**config.mk**
```make
export PLATFORM = sky130hd
export DESIGN_NAME = dti_uart_tx
export DESIGN_NICKNAME = d
export VERILOG_FILES = /design/src/rtl/dti_uart_pkg.sv /design/src/rtl/dti_uart_baud_gen.sv /design/src/rtl/dti_uart_tx.sv
export SDC_FILE = /design/constraint.sdc
export NUM_CORES = 1
export LEC_CHECK = 0
export BUFFER_PORTS_ARGS = -buffer_cell sky130_fd_sc_hd__buf_2
export CORE_AREA = 2 2 95 97
export CTS_BUF_LIST = sky130_fd_sc_hd__clkbuf_4
export DETAILED_ROUTE_END_ITERATION = 12
export DIE_AREA = 0 0 97 99
export PLACE_DENSITY = 0.63
export SETUP_SLACK_MARGIN = 0.5
export SLEW_MARGIN = 30
export SYNTH_ARGS = -nofsm -noshare
export SYNTH_HDL_FRONTEND = slang
export SYNTH_SLANG_ARGS = --single-unit
```
**constraint.sdc**
```tcl
create_clock -name uart_clk -period 7.95 [get_ports uart_clk]
set_clock_uncertainty 0.2 [all_clocks]
set_input_delay 1.59 -clock uart_clk [delete_from_list [all_inputs] [get_ports uart_clk]]
set_output_delay 1.59 -clock uart_clk [all_outputs]
set_load 0.03 [all_outputs]
```
**src/rtl/dti_uart_pkg.sv**
```systemverilog
// dti_uart_pkg: shared types and constants
// for the UART transmit and receive blocks.
package dti_uart_pkg;

  localparam int OVS       = 16;
  localparam int DIV_W_DEF = 16;

  localparam logic [1:0] LEN_5 = 2'b00;
  localparam logic [1:0] LEN_6 = 2'b01;
  localparam logic [1:0] LEN_7 = 2'b10;
  localparam logic [1:0] LEN_8 = 2'b11;

  typedef enum logic [2:0] {
    ST_IDLE,
    ST_START,
    ST_DATA,
    ST_PARITY,
    ST_STOP
  } uart_state_e;

  function automatic logic [7:0] len_mask(
    input logic [1:0] len
  );
    logic [7:0] m;
    case (len)
      LEN_5: m = 8'h1f;
      LEN_6: m = 8'h3f;
      LEN_7: m = 8'h7f;
      LEN_8: m = 8'hff;
    endcase
    return m;
  endfunction

endpackage

```
**src/rtl/dti_uart_baud_gen.sv**
```systemverilog
// dti_uart_baud_gen: oversample tick generator,
// one tick every cfg_div+1 clocks.
module dti_uart_baud_gen #(
  parameter int DIV_W = dti_uart_pkg::DIV_W_DEF
) (
  input  logic             uart_clk,
  input  logic             reset_n,
  input  logic             clear,
  input  logic [DIV_W-1:0] cfg_div,
  output logic             tick
);

  logic [DIV_W-1:0] cnt_q;
  logic [DIV_W-1:0] cnt_d;
  logic             wrap;

  // Compare before incrementing so all-ones never overflows
  always_comb begin
    wrap  = (cnt_q >= cfg_div);
    cnt_d = wrap ? '0 : cnt_q + DIV_W'(1);
    if (clear) begin
      cnt_d = '0;
    end
  end

  assign tick = wrap & ~clear;

  always_ff @(posedge uart_clk) begin
    if (!reset_n) begin
      cnt_q <= '0;
    end else begin
      cnt_q <= cnt_d;
    end
  end

endmodule

```
**src/rtl/dti_uart_tx.sv**
```systemverilog
// dti_uart_tx: UART transmitter with configurable
// length, parity and stop bits; 16x oversampled timing.
module dti_uart_tx #(
  parameter int DIV_W = dti_uart_pkg::DIV_W_DEF,
  parameter int OVS   = dti_uart_pkg::OVS
) (
  input  logic             uart_clk,
  input  logic             reset_n,
  input  logic [DIV_W-1:0] cfg_div,
  input  logic [1:0]       cfg_data_bits,
  input  logic             cfg_parity_en,
  input  logic             cfg_parity_odd,
  input  logic             cfg_stop2,
  input  logic [7:0]       tx_data,
  input  logic             tx_valid,
  output logic             tx_ready,
  output logic             txd,
  output logic             tx_busy
);

  import dti_uart_pkg::*;

  localparam int OVS_W = $clog2(OVS);
  localparam logic [OVS_W-1:0] OVS_LAST = OVS_W'(OVS - 1);

  uart_state_e      state_q, state_d;
  logic             txd_q, txd_d;
  logic             ready_q, ready_d;
  logic             busy_q, busy_d;
  logic [OVS_W-1:0] ovs_q, ovs_d;
  logic [7:0]       sh_q, sh_d;
  logic [2:0]       bit_q, bit_d;
  logic             stop_q, stop_d;
  logic [DIV_W-1:0] div_q, div_d;
  logic [1:0]       len_q, len_d;
  logic             pen_q, pen_d;
  logic             par_q, par_d;
  logic             s2_q, s2_d;

  logic             accept;
  logic             tick;
  logic             bit_end;
  logic [2:0]       last_bit;
  logic [7:0]       data_m;

  assign accept   = tx_valid & ready_q;
  assign bit_end  = tick & (ovs_q == OVS_LAST);
  assign last_bit = 3'd4 + {1'b0, len_q};

  dti_uart_baud_gen #(
    .DIV_W (DIV_W)
  ) u_baud (
    .uart_clk (uart_clk),
    .reset_n  (reset_n),
    .clear    (accept),
    .cfg_div  (div_q),
    .tick     (tick)
  );

  always_comb begin
    state_d = state_q;
    txd_d   = txd_q;
    ready_d = ready_q;
    busy_d  = busy_q;
    ovs_d   = ovs_q;
    sh_d    = sh_q;
    bit_d   = bit_q;
    stop_d  = stop_q;
    div_d   = div_q;
    len_d   = len_q;
    pen_d   = pen_q;
    par_d   = par_q;
    s2_d    = s2_q;
    data_m  = tx_data & len_mask(cfg_data_bits);

    if (tick) begin
      ovs_d = (ovs_q == OVS_LAST) ? '0 : ovs_q + OVS_W'(1);
    end

    unique case (state_q)
      ST_IDLE: begin
        txd_d   = 1'b1;
        ready_d = 1'b1;
        busy_d  = 1'b0;
        if (accept) begin
          state_d = ST_START;
          txd_d   = 1'b0;
          ready_d = 1'b0;
          busy_d  = 1'b1;
          ovs_d   = '0;
          bit_d   = '0;
          stop_d  = 1'b0;
          sh_d    = data_m;
          div_d   = cfg_div;
          len_d   = cfg_data_bits;
          pen_d   = cfg_parity_en;
          par_d   = (^data_m) ^ cfg_parity_odd;
          s2_d    = cfg_stop2;
        end
      end
      ST_START: begin
        if (bit_end) begin
          state_d = ST_DATA;
          txd_d   = sh_q[0];
          sh_d    = sh_q >> 1;
        end
      end
      ST_DATA: begin
        if (bit_end) begin
          if (bit_q == last_bit) begin
            state_d = pen_q ? ST_PARITY : ST_STOP;
            txd_d   = pen_q ? par_q : 1'b1;
          end else begin
            txd_d = sh_q[0];
            sh_d  = sh_q >> 1;
            bit_d = bit_q + 3'd1;
          end
        end
      end
      ST_PARITY: begin
        if (bit_end) begin
          state_d = ST_STOP;
          txd_d   = 1'b1;
        end
      end
      ST_STOP: begin
        if (bit_end) begin
          if (s2_q && !stop_q) begin
            stop_d = 1'b1;
          end else begin
            state_d = ST_IDLE;
            ready_d = 1'b1;
            busy_d  = 1'b0;
          end
        end
      end
      default: begin
        state_d = ST_IDLE;
        txd_d   = 1'b1;
        busy_d  = 1'b0;
      end
    endcase
  end

  always_ff @(posedge uart_clk) begin
    if (!reset_n) begin
      state_q <= ST_IDLE;
      txd_q   <= 1'b1;
      ready_q <= 1'b0;
      busy_q  <= 1'b0;
      ovs_q   <= '0;
      sh_q    <= '0;
      bit_q   <= '0;
      stop_q  <= 1'b0;
      div_q   <= '0;
      len_q   <= '0;
      pen_q   <= 1'b0;
      par_q   <= 1'b0;
      s2_q    <= 1'b0;
    end else begin
      state_q <= state_d;
      txd_q   <= txd_d;
      ready_q <= ready_d;
      busy_q  <= busy_d;
      ovs_q   <= ovs_d;
      sh_q    <= sh_d;
      bit_q   <= bit_d;
      stop_q  <= stop_d;
      div_q   <= div_d;
      len_q   <= len_d;
      pen_q   <= pen_d;
      par_q   <= par_d;
      s2_q    <= s2_d;
    end
  end

  assign txd      = txd_q;
  assign tx_ready = ready_q;
  assign tx_busy  = busy_q;

endmodule

```
Word level (Yosys, flattened, before mapping). Index checks and enable logic that the tools add are counted.

$add $sub $neg: 4. Multiply operators: 0. Div/mod/pow operators: 0. Magnitude comparators: 1. Equality and inequality tests: 18. Shifts and indexed selects: 0. Mux-type cells: 41. Bitwise gates (word level): 9. Reductions and logical operators: 18.

Operators by type and width (number): $mux 3 (11); $mux 8 (4); $pmux 8 s4 (1); $pmux 8 s3 (1); $add 16x1->16 const B (1); $ge 16x16->1 (1); $mux 4 (4); $ne 2x2->1 const B (8); $pmux 3 s5 (1); $mux 1 (14); $reduce_and 4->1 (3); $and 8x8->8 (1); $reduce_xor 8->1 (1); $reduce_and 7->1 (1); $eq 3x2->1 const B (2); $pmux 3 s2 (1); $reduce_and 3->1 (2); $reduce_or 3->1 (2); $pmux 1 s5 (1); $reduce_and 5->1 (1); $add 4x1->4 const B (1); $eq 2x2->1 const B (2); $eq 4x4->1 const B (1); $not 1->1 (4); other kinds (18) (22).

Bits in registers: 59. Bits in latches: 0. Memory bits (writable): 0. Bits in read-only memories: 0. Input port bits: 32. Output and inout port bits: 3. Logic and storage cells: 105. Memories kept: 0.

Logic depth before layout (Yosys ltp).
Word-level depth: 6. Gate-level depth with buffers: 9. Gate-level depth less buffers: 8.

Modules after synthesis. A second synthesis with hierarchy kept.

Cells, all modules: 371. Area, all modules: 3168.0 um^2.

Modules (own cells, without submodules): dti_uart_tx (times used 1, cells an instance 241, area each 2028.2 um^2, seq. area each 860.8 um^2); dti_uart_baud_gen (times used 1, cells an instance 130, area each 1139.8 um^2, seq. area each 320.3 um^2).

Least setup slack after synthesis. No wires, ideal clock.

Kind: input-to-reg. Start: input tx_valid. End: register ovs_q[2]. Setup time: 0.116 ns. Arrival time: 2.538 ns. Required time: 7.634 ns. Path slack: 5.096 ns. Stages on the path: 6. Path buffers: 1. Path through: nand3_1 > or2_2 > clkbuf_1 > nand2_1 > nor2_1 > a31o_2.

Longest elaborated chain between the ends: 6.

RTL lines: from (decl) (RTL line dti_uart_tx.sv:15) `input logic tx_valid,`; $and 1x1->1 * (RTL line dti_uart_tx.sv:46) `assign accept = tx_valid & ready_q;`; $not 1->1 (RTL line dti_uart_baud_gen.sv:26) `assign tick = wrap & ~clear;`; $and 1x1->1 (RTL line dti_uart_baud_gen.sv:26); $mux 4 (RTL line dti_uart_tx.sv:76) `if (tick) begin`; $mux 4 (RTL line dti_uart_tx.sv:85) `if (accept) begin`; $mux 4 * (RTL line dti_uart_tx.sv:80) `unique case (state_q)`; to (signal assigned) (RTL line dti_uart_tx.sv:165) `ovs_q <= ovs_d;`; to (decl) (RTL line dti_uart_tx.sv:30) `logic [OVS_W-1:0] ovs_q, ovs_d;`.

Every way passes the cells marked *; elsewhere a longest branch is shown, timed or not. A chain may end at the register's enable or synchronous reset.

Worst setup path after layout.
Start: input reset_n. End: register u_baud.cnt_q[15].

Longest elaborated chain between the ends: 2.

RTL lines: from (decl) (RTL line dti_uart_tx.sv:8) `input logic reset_n,`; $not 1->1 (no line); $reduce_or 3->1 (no line); to (signal assigned) (RTL line dti_uart_baud_gen.sv:32) `cnt_q <= cnt_d;`; to (decl) (RTL line dti_uart_baud_gen.sv:13) `logic [DIV_W-1:0] cnt_q;`.

No other way between the ends.

==> metrics.md <==
| Metric | Value |
|---|---|
| Slew Viols, Final | `0` |
| Fillers | `889` |
| Reg power frac | `54.6%` |
| Ant diodes | `0` |
| Core area | `0.008551 sq mm` |
| Synth Instances | `approximately 380` |
| Hold Path Class | `flop to flop` |
| Placed instance area | `0.003383 sq mm` |
| Final setup TNS | `0 ns` |
| Synth unique cells | `44` |
| Gpl congestion | `about 0.79` |
| Met1 usage in global routing | `between 15 and 20%` |
| Multi-input logic area | `about 0.0018 sq mm` |
| Hold-fix buffers, CTS | `0` |
| Inst Count DP | `510` |
| Reg-to-reg slack, setup | `4.96 ns` |
| WHS | `~0.27 ns` |
| Crit end category | `flop` |
| Seq. cell area | `~0.0012 sq mm` |
| Die Wd | `just under 100 um` |
| Post_cts resized | `0` |
| # port buffers | `34` |
| Crit path required time | `approximately 8.1 ns` |
| Sw frac | `28.78%` |
| Number of synthesis warnings | `0` |
| Die ar. | `roughly 0.0096 sq mm` |
| Register-to-Register Path Depth | `8` |
| Routed wire length | `between 6000 and 7000 um` |
| Synth Flop Type | `dfxtp_1` |
| WP data arrival | `about 3.2 ns` |
| DRC | `0` |
| I/O pin count | `35` |
| Rows | `34` |
| Grt met3 use | `3.404%` |
| Final Cell Area | `between 0.003 and 0.004 sq mm` |
| NumNets Final | `464` |
| GRT Residual Overflow | `0` |
| Hold wc startpoint | `sh_q[4]$_SDFFE_PN0P_` |
| Status | `completed` |
| Tmin final | `3.089 ns` |
| Layout area overhead | `10.65%` |
| H-tree depth | `3` |
| Initial drt markers | `69` |
| Number of synthesized flops with an enable pin | `0` |
| Final Instance Count excl. Fillers | `approximately 530` |
| Sequential area share after synthesis | `37.50%` |
| Clock root cell | `clkbuf_4` |
| Max IR drop VDD | `between 0.08 and 0.09 mV` |
| Layout cells sized above 1 | `roughly 16%` |
| Clock Path Buffers | `2` |
| Final Worst Setup Slack | `around 4.9 ns` |
| Chip height | `99 um` |
| Grt met2 use | `between 20% and 30%` |
| Drt pass-1 iters | `4` |
| Final HPWL DP | `roughly 4600 um` |
| RR Endpoint | `sh_q[7]$_SDFFE_PN0P_` |
| DR WL/cell | `between 10 and 15 um` |
| Sw power | `around 170 uW` |
| Lkg Pwr | `1.396 nW` |
| CTS tree | `built` |
| Starting Density | `between 30% and 40%` |
| Overall power | `582.8 uW` |
| Logic gate share of total power | `around 16%` |
| PD cells | `between 150 and 200 mW/mm^2` |
| GRT Max-Usage Layer | `met2` |
| Setup crit start kind | `input pin` |
| Post-layout util | `40.75%` |
| Cell-internal power | `between 400 and 500 uW` |
| Clock Sinks | `59` |
| Max Cap Viol | `0` |
| CTS clk-pin slew, worst paths | `0.10 ns` |
| Mapped Avg Cell Area | `~8.2 sq um` |
| Ys async rst share | `0%` |
| CTS buffer count | `9` |
| DR vias | `~2600` |
| Synthesized Nets | `approximately 430` |
| RSZ-0062 raised after global routing | `no` |
| Setup bufs post-CTS | `0` |
| Final hold vios | `0` |
| Worst flop-to-flop path startpoint | `div_q[15]$_SDFFE_PN0P_` |
| Min-Delay Endpoint | `sh_q[4]$_SDFFE_PN0P_` |
| Worst Tran Pin Value | `between 0.7 and 0.8 ns` |
| Largest net degree at the start of global routing | `50` |
| Initial antenna violation count | `0` |
| Count of final setup violators | `0` |
| #FFs+latches synth | `slightly below 60` |
| Pre-CTS setup slack | `4.422 ns` |
| Max-slew headroom | `48.34%` |
| Critical setup path kind | `input pin to flop` |
| Crit share post-route | `roughly two fifths` |
| GR Util All Layers | `roughly 14%` |
| Clk Latency, worst-skew pair | `between 0.3 and 0.4 ns` |
| Synthesized area | `roughly 0.0031 sq mm` |
| Clk pwr share | `approximately 30%` |
| Worst Path Max Fanout | `49` |
| Via-to-Cell Ratio | `between 4 and 5` |
| First-pass GRT wire length | `11080 um` |
| Post-DRT Antenna Nets | `0` |
| Number of global-route vias before repair | `around 2400` |
| Hold path depth | `2` |
| Peak Freq | `323.7 MHz` |
==> placed cells by master (no fill, tap or decap), types with 2 or more instances in the layout <==
cell,count
a21boi_0,20
a21o_1,3
a21oi_1,16
a21oi_2,2
a31o_2,2
and3_1,4
buf_2,34
clkbuf_4,11
clkinv_2,3
dfxtp_1,59
ha_1,19
inv_1,22
mux2_2,5
mux2i_1,11
nand2_1,74
nand2b_1,6
nand3_1,19
nand4_1,8
nor2_1,33
nor2b_1,3
nor3_1,5
o21a_1,3
o21ai_0,11
or2_2,2
xnor2_1,16
xor2_1,8
==> per-layer routing <==
metal / part of all wire, % / vias up
li1: - / 1360
met1: 50 / 1152
met2: 46 / 39
met3: 3.3 / 5
met4: 0.84 / 0
met5: 0 / -
==> critical path: stages <==
cell	delay [ns]
buf_2	0.59
nand4_1	0.73
nor2_1	0.26
==> cell type report <==
type,instances,share of cell area [%]
tap,108,3.878
clock inverter,4,0.5386
timing repair buffer,35,5.099
clock buffer,11,2.370
inverter,22,2.370
sequential,59,33.90
multi-input combinational,286,51.85
==> sequential cells by signal, summed over array words and instances (netlist names) <==
register,cells
div_q,16
u_baud.cnt_q,16
sh_q,8
ovs_q,4
bit_q,3
state_q,3
len_q,2
par_q,1
pen_q,1
s2_q,1
stop_q,1
tx_busy,1
tx_ready,1
txd,1
==> worst max-delay path by stage <==
stage / start / slack, ns / endpoint / cells after the start
2_1_floorplan: tx_valid / 5.10 / ovs_q[2]$_SDFF_PN0_ / 6
3_3_place_gp: reset_n / 4.52 / u_baud.cnt_q[1]$_SDFF_PP0_ / 3
3_5_place_dp: reset_n / 4.42 / u_baud.cnt_q[1]$_SDFF_PP0_ / 3
4_1_cts: reset_n / 4.86 / u_baud.cnt_q[15]$_SDFF_PP0_ / 3
5_1_grt: reset_n / 4.66 / u_baud.cnt_q[6]$_SDFF_PP0_ / 3
6_report: reset_n / 4.86 / u_baud.cnt_q[15]$_SDFF_PP0_ / 3
==> synth_stat cells, types with 6 or more instances <==
library cell  count  share of area (%)
xnor2_1          16                4.4
a21boi_0         20                4.8
nand2b_1          6                1.2
ha_1             19                7.5
nor2_1           33                3.9
a21oi_1          16                2.5
inv_1            22                2.6
clkbuf_1         11                1.3
o21ai_0          11                1.7
dfxtp_1          59                 38
nand4_1           8                1.6
xor2_1            8                2.2
mux2i_1          11                3.5
nand2_1          74                8.8
nand3_1          19                3.0
==> power groups by stage <==
stage	logic [mW]	registers [mW]	clock network, mW
floorplan	0.0699	0.324	0
global placement	0.0921	0.324	0
detailed placement	0.0942	0.325	0
CTS	0.0945	0.318	0.180
global route	0.106	0.320	0.193
finish	0.0927	0.318	0.172
==> cell families after synthesis <==
logic type	synth area share, %
and+or+nand+nor	21.85
AOI/OAI and AO/OA	16.01
DFF	37.50
buffers and inverters	5.125
xor gates and xnor gates	6.675
adders and majority gates	7.549
muxes	5.284
Power figures use the tool's default switching activity.
